$ cat config.mk
export PLATFORM = sky130hd
export DESIGN_NAME = shift_unit_seq_flat
export DESIGN_NICKNAME = d
export VERILOG_FILES = /design/src/rtl/shift_unit_seq_if.sv /design/src/rtl/shift_unit_seq.sv /design/src/flat_wrapper.sv
export SDC_FILE = /design/constraint.sdc
export NUM_CORES = 1
export LEC_CHECK = 0
export ABC_AREA = 1
export BUFFER_PORTS_ARGS = -buffer_cell sky130_fd_sc_hd__buf_4
export CAP_MARGIN = 20
export CORE_UTILIZATION = 60
export CTS_CLUSTER_SIZE = 28
export DETAILED_ROUTE_END_ITERATION = 10
export GPL_ROUTABILITY_DRIVEN = 0
export MAX_ROUTING_LAYER = met4
export PLACE_DENSITY = 0.83
export SYNTH_ARGS = -nofsm -noshare
export SYNTH_HDL_FRONTEND = slang
export SYNTH_SLANG_ARGS = --single-unit
export TNS_END_PERCENT = 30
$ cat constraint.sdc
create_clock -name clock -period 4.35 [get_ports clock]
set_input_delay 0.435 -clock clock [delete_from_list [all_inputs] [get_ports clock]]
set_output_delay 0.435 -clock clock [all_outputs]
set_load 0.1 [all_outputs]
$ cat src/rtl/shift_unit_seq_if.sv
// Request/response bundle for the sequential shifter: operand, shift
// amount and operation in, status flags and result out.
interface shift_unit_seq_if #(
   parameter int WIDTH   = 32,
   parameter int SHAMT_W = 5
);
   logic               start;
   logic [1:0]         op;
   logic [SHAMT_W-1:0] shamt;
   logic [WIDTH-1:0]   din;
   logic               ready;
   logic               busy;
   logic               done;
   logic [WIDTH-1:0]   result;
   logic               err;

   modport master (
      output start, op, shamt, din,
      input  ready, busy, done, result, err
   );

   modport slave (
      input  start, op, shamt, din,
      output ready, busy, done, result, err
   );
endinterface

$ cat src/rtl/shift_unit_seq.sv
// Multi-cycle shifter: SLL / SRL / SRA (and ROR when SHIFT_UNIT_ROTATE_EN
// is defined), one bit position per clock, start/done handshake.
// Without SHIFT_UNIT_ROTATE_EN, op 11 completes in one cycle with err set
// and the operand passed through unchanged.
module shift_unit_seq #(
   parameter int WIDTH   = 32,
   parameter int SHAMT_W = 5
) (
   input  logic               clock,
   input  logic               reset,
   shift_unit_seq_if.slave    bus
);

   typedef enum logic [1:0] {IDLE, RUN, DONE} state_t;

`ifdef SHIFT_UNIT_ROTATE_EN
   localparam bit ROT_ILLEGAL = 1'b0;
`else
   localparam bit ROT_ILLEGAL = 1'b1;
`endif

   localparam logic [SHAMT_W-1:0] COUNT_ONE = SHAMT_W'(1);

   state_t             state;
   state_t             state_nxt;
   logic [WIDTH-1:0]   data_q;
   logic [SHAMT_W-1:0] count_q;
   logic [1:0]         op_q;
   logic [WIDTH-1:0]   result_q;
   logic               err_q;
   logic               accept;

   // op 11 is only legal when the rotate path is built
   function automatic logic is_illegal(input logic [1:0] o);
      return (o == 2'b11) && ROT_ILLEGAL;
   endfunction

   // One-bit shift step with the fill rule of each operation
   function automatic logic [WIDTH-1:0] shift_one(input logic [WIDTH-1:0] d,
                                                  input logic [1:0]       o);
      logic signed [WIDTH-1:0] sd;
      sd = d;
      case (o)
         2'b00:   shift_one = {d[WIDTH-2:0], 1'b0};
         2'b01:   shift_one = {1'b0, d[WIDTH-1:1]};
         2'b10:   shift_one = sd >>> 1;
`ifdef SHIFT_UNIT_ROTATE_EN
         2'b11:   shift_one = {d[0], d[WIDTH-1:1]};
`endif
         default: shift_one = d;
      endcase
   endfunction

   // A new request is taken whenever the unit is not mid-shift, including DONE
   assign accept = bus.start && (state != RUN);

   // State register
   always_ff @(posedge clock or posedge reset) begin
      if (reset) state <= IDLE;
      else       state <= state_nxt;
   end

   // Next-state logic
   always_comb begin
      state_nxt = state;
      case (state)
         IDLE, DONE: state_nxt = bus.start ? RUN : IDLE;
         RUN:        if (count_q == '0) state_nxt = DONE;
         default:    state_nxt = IDLE;
      endcase
   end

   // Operand capture, bit-serial shifting and result/err registration
   always_ff @(posedge clock or posedge reset) begin
      if (reset) begin
         data_q   <= '0;
         count_q  <= '0;
         op_q     <= '0;
         result_q <= '0;
         err_q    <= 1'b0;
      end else if (accept) begin
         data_q  <= bus.din;
         count_q <= is_illegal(bus.op) ? '0 : bus.shamt;
         op_q    <= bus.op;
         err_q   <= 1'b0;
      end else if (state == RUN) begin
         if (count_q != '0) begin
            data_q  <= shift_one(data_q, op_q);
            count_q <= count_q - COUNT_ONE;
         end else begin
            result_q <= data_q;
            err_q    <= is_illegal(op_q);
         end
      end
   end

   assign bus.ready  = (state != RUN);
   assign bus.busy   = (state == RUN);
   assign bus.done   = (state == DONE);
   assign bus.result = result_q;
   assign bus.err    = err_q;

endmodule

$ cat src/flat_wrapper.sv
// flat-port wrapper written by rule: the top's interface ports become plain ports
module shift_unit_seq_flat 
#(
   parameter int WIDTH   = 32,
   parameter int SHAMT_W = 5
)
  (clock, reset, bus_start, bus_op, bus_shamt, bus_din, bus_ready, bus_busy, bus_done, bus_result, bus_err);
  shift_unit_seq_if #(.WIDTH(WIDTH), .SHAMT_W(SHAMT_W)) bus_i ();
  input  logic clock;
  input  logic reset;
  input wire logic [$bits(bus_i.start)-1:0] bus_start;
  input wire logic [$bits(bus_i.op)-1:0] bus_op;
  input wire logic [$bits(bus_i.shamt)-1:0] bus_shamt;
  input wire logic [$bits(bus_i.din)-1:0] bus_din;
  output wire logic [$bits(bus_i.ready)-1:0] bus_ready;
  output wire logic [$bits(bus_i.busy)-1:0] bus_busy;
  output wire logic [$bits(bus_i.done)-1:0] bus_done;
  output wire logic [$bits(bus_i.result)-1:0] bus_result;
  output wire logic [$bits(bus_i.err)-1:0] bus_err;
  assign bus_i.start = bus_start;
  assign bus_i.op = bus_op;
  assign bus_i.shamt = bus_shamt;
  assign bus_i.din = bus_din;
  assign bus_ready = bus_i.ready;
  assign bus_busy = bus_i.busy;
  assign bus_done = bus_i.done;
  assign bus_result = bus_i.result;
  assign bus_err = bus_i.err;
  shift_unit_seq #(.WIDTH(WIDTH), .SHAMT_W(SHAMT_W)) u_core (.clock(clock), .reset(reset), .bus(bus_i));
endmodule
==> results.txt <==
Run status: completed
Core area: 6490 um2
Row Count: 29
Top cells by area, synth: dfrtp_1, nand2_1, nand3_1
Worst-path maximum fanout: 44
Area share of the largest cell type after synthesis: 44.7%
CTS tree: built
Synth Area in Compound Gates: 1.33%
Kind of critical path: reg2reg
Power density cells: 829 nW/um2
Worst IR drop on VDD: 0.688 mV
FF-to-FF setup slack: 1.70 ns
Critical Path AT: 2.93 ns
Least-Margin Pin Slew: 1.02 ns
Min-delay worst type: in2reg
Non-Filler Instances: 766
Top cell type by total area after synthesis: dfrtp_1
Initial antenna violation count: 0
Hold_sp: bus_op[0]
Num CTS Buffers: 9
PortBufs: 77
CTS resizes: 0
Clock latency on the worst-skew pair: 0.35 ns
CTS hold repair buffers: 0
Crit path to: u_core.data_q[11]$_DFFE_PP0P_
Post-Synthesis Cells: 624
Post-Synth Adder-Cell Area: 1.81%
Num ports: 78
Chip height: 85.1 um
Post-Syn Area: 4140 um2
Clk slew on worst S/H paths: 0.07 ns
Final setup margin: 1.70 ns
Gr usage total: 30.4%
Mux contribution to synthesized area: 0%
Post-DP HPWL: 6410 um
Drt via density: 5.22
Max clock buf depth: 2
Yosys reg bits: 74
Setup TNS Final: 0 ns
Mean area per synthesized cell: 6.64 um2
Largest net degree at the start of global routing: 48
RSZ-0062 raised after global routing: false
Fillers: 519
Sequential cell area: 1850 um2
Worst reg2reg endpoint: u_core.data_q[11]$_DFFE_PP0P_
Final Cycle Share: 60.9%
Die ar.: 7240 um2
Area occupied by multi-input gates: 1930 um2
Post-Synth Simple-Gate Area: 43.4%
Pre-CTS WS: 1.73 ns
Post-synthesis cell type count: 18
Layout cells sized above 1: 16.0%
Root Buffer: clkbuf_8
Drt pass-1 iters: 5
Die width: 85.1 um
Max-Cap Viols: 0
Final Net Count: 732
Antenna diode count: 0
Most frequent cells in the layout: nand2_1, buf_4, dfrtp_1
DR vias: 4002
Register area share after synthesis: 44.7%
Achievable Freq: 378 MHz
DRC errors left: 0
Crit path required time: 4.63 ns
YS warnings: 0
Inst Count DP: 748
Starting Density: 63.8%
Setup Buffers After CTS: 0
GR Overflow Total: 0
Final WL: 10100 um
Min Tclk post-route: 2.65 ns
Max_slew headroom: 32.0%
Clock Skew: 0.0117 ns
Vias in the first global route: 3696
Hold Fails Final Rpt: 0
Most common cell after layout, fill and taps aside: nand2_1
CTS sink cnt: 74
Post-DRT Antenna Nets: 0
Area Growth Syn to Fin: 18.3%
Startpoint Class: register
First-pass GRT wire length: 16900 um
Fin. max-slew vios: 0
WL/cell: 13.2 um
RR Startpoint: u_core.state[1]$_DFFE_PP0P_
Largest family of logic cells by synthesized area: simple AND/OR/NAND/NOR gates
Synth Net Count: 672
Hold WS: 0.320 ns
Xor/xnor share of the synthesized area: 0%
Endpoint type of the worst setup path: register
H-Tree Depth: 3
R2R depth: 7
Leak: 3.11 nW
Final setup viols: 0
Initial drt markers: 418
Critical path startpoint: u_core.state[1]$_DFFE_PP0P_
==> Yosys cell counts <==
library cell  number
o21ai_0            9
or2_2              1
nand2_4            2
nand3_2            2
buf_6              3
a21oi_1            2
nor2_1             7
ha_1               6
inv_2              4
buf_2             29
nand2_2            3
nand3_1           40
nor2_4             1
dfrtp_1           74
buf_4              1
nand2_1          395
nor3_1             2
inv_1             43
==> kinds of logic after synthesis <==
group           count (synthesis)
fa+ha+maj                       6
flops                          74
buf+inv                        80
simple gates                  453
compound gates                 11
==> worst max-delay path, cell delays in order (launching register included) <==
cell and delay (ns):
dfrtp_1 0.37, inv_2 0.07, nand2_4 0.08, nand2_4 0.38
nand3_2 0.68, nand2_2 0.76, nand2_1 0.12, nand2_1 0.10
==> cell type report <==
class / count / share of cell area, %
Clock inverter: 5 / 1.58
Sequential cell: 74 / 37.8
Inverter: 47 / 3.60
Timing Repair Buffer: 82 / 12.9
Clock buffer: 11 / 2.88
Tap cell: 77 / 1.97
Multi-Input combinational cell: 470 / 39.3
==> power by group <==
part           internal [mW]  leakage, nW  switching (mW)
Combinational          0.535         2.02            1.86
Clock                  0.337        0.109           0.253
Sequential             0.908        0.981           0.178
Total                   1.78         3.11            2.29
==> sequential cells by signal, indices dropped and copies added (netlist names) <==
name and count:
u_core.bus.err 1, u_core.op_q 2, u_core.state 2, u_core.data_q 32, u_core.bus.result 32, u_core.count_q 5
==> layer usage <==
metal | GRT usage [%] | wire length [um]
met4 | 12.2 | 135
met3 | 4.38 | 607
met2 | 47.2 | 4770
met1 | 40.3 | 4590
met5 | - | 0
==> worst min path at each step <==
stage / depth (start not counted) / to
2_1_floorplan: 2 / u_core.data_q[31]$_DFFE_PP0P_
3_3_place_gp: 2 / u_core.bus.result[0]$_DFFE_PP0P_
3_5_place_dp: 2 / u_core.bus.result[23]$_DFFE_PP0P_
4_1_cts: 3 / u_core.op_q[0]$_DFFE_PP0P_
5_1_grt: 3 / u_core.op_q[1]$_DFFE_PP0P_
6_report: 3 / u_core.op_q[0]$_DFFE_PP0P_
==> per-stage QoR <==
step | utilization, % | total power, mW | instance area [um2]
2_1_floorplan | - | 3.05 | 4140
3_3_place_gp | 71.6 | 3.37 | 4650
3_5_place_dp | 71.6 | 3.45 | 4650
4_1_cts | 75.0 | 4.05 | 4870
5_1_grt | 75.5 | 4.34 | 4900
6_report | 75.5 | 4.07 | 4900
Power figures use the tool's default switching activity.
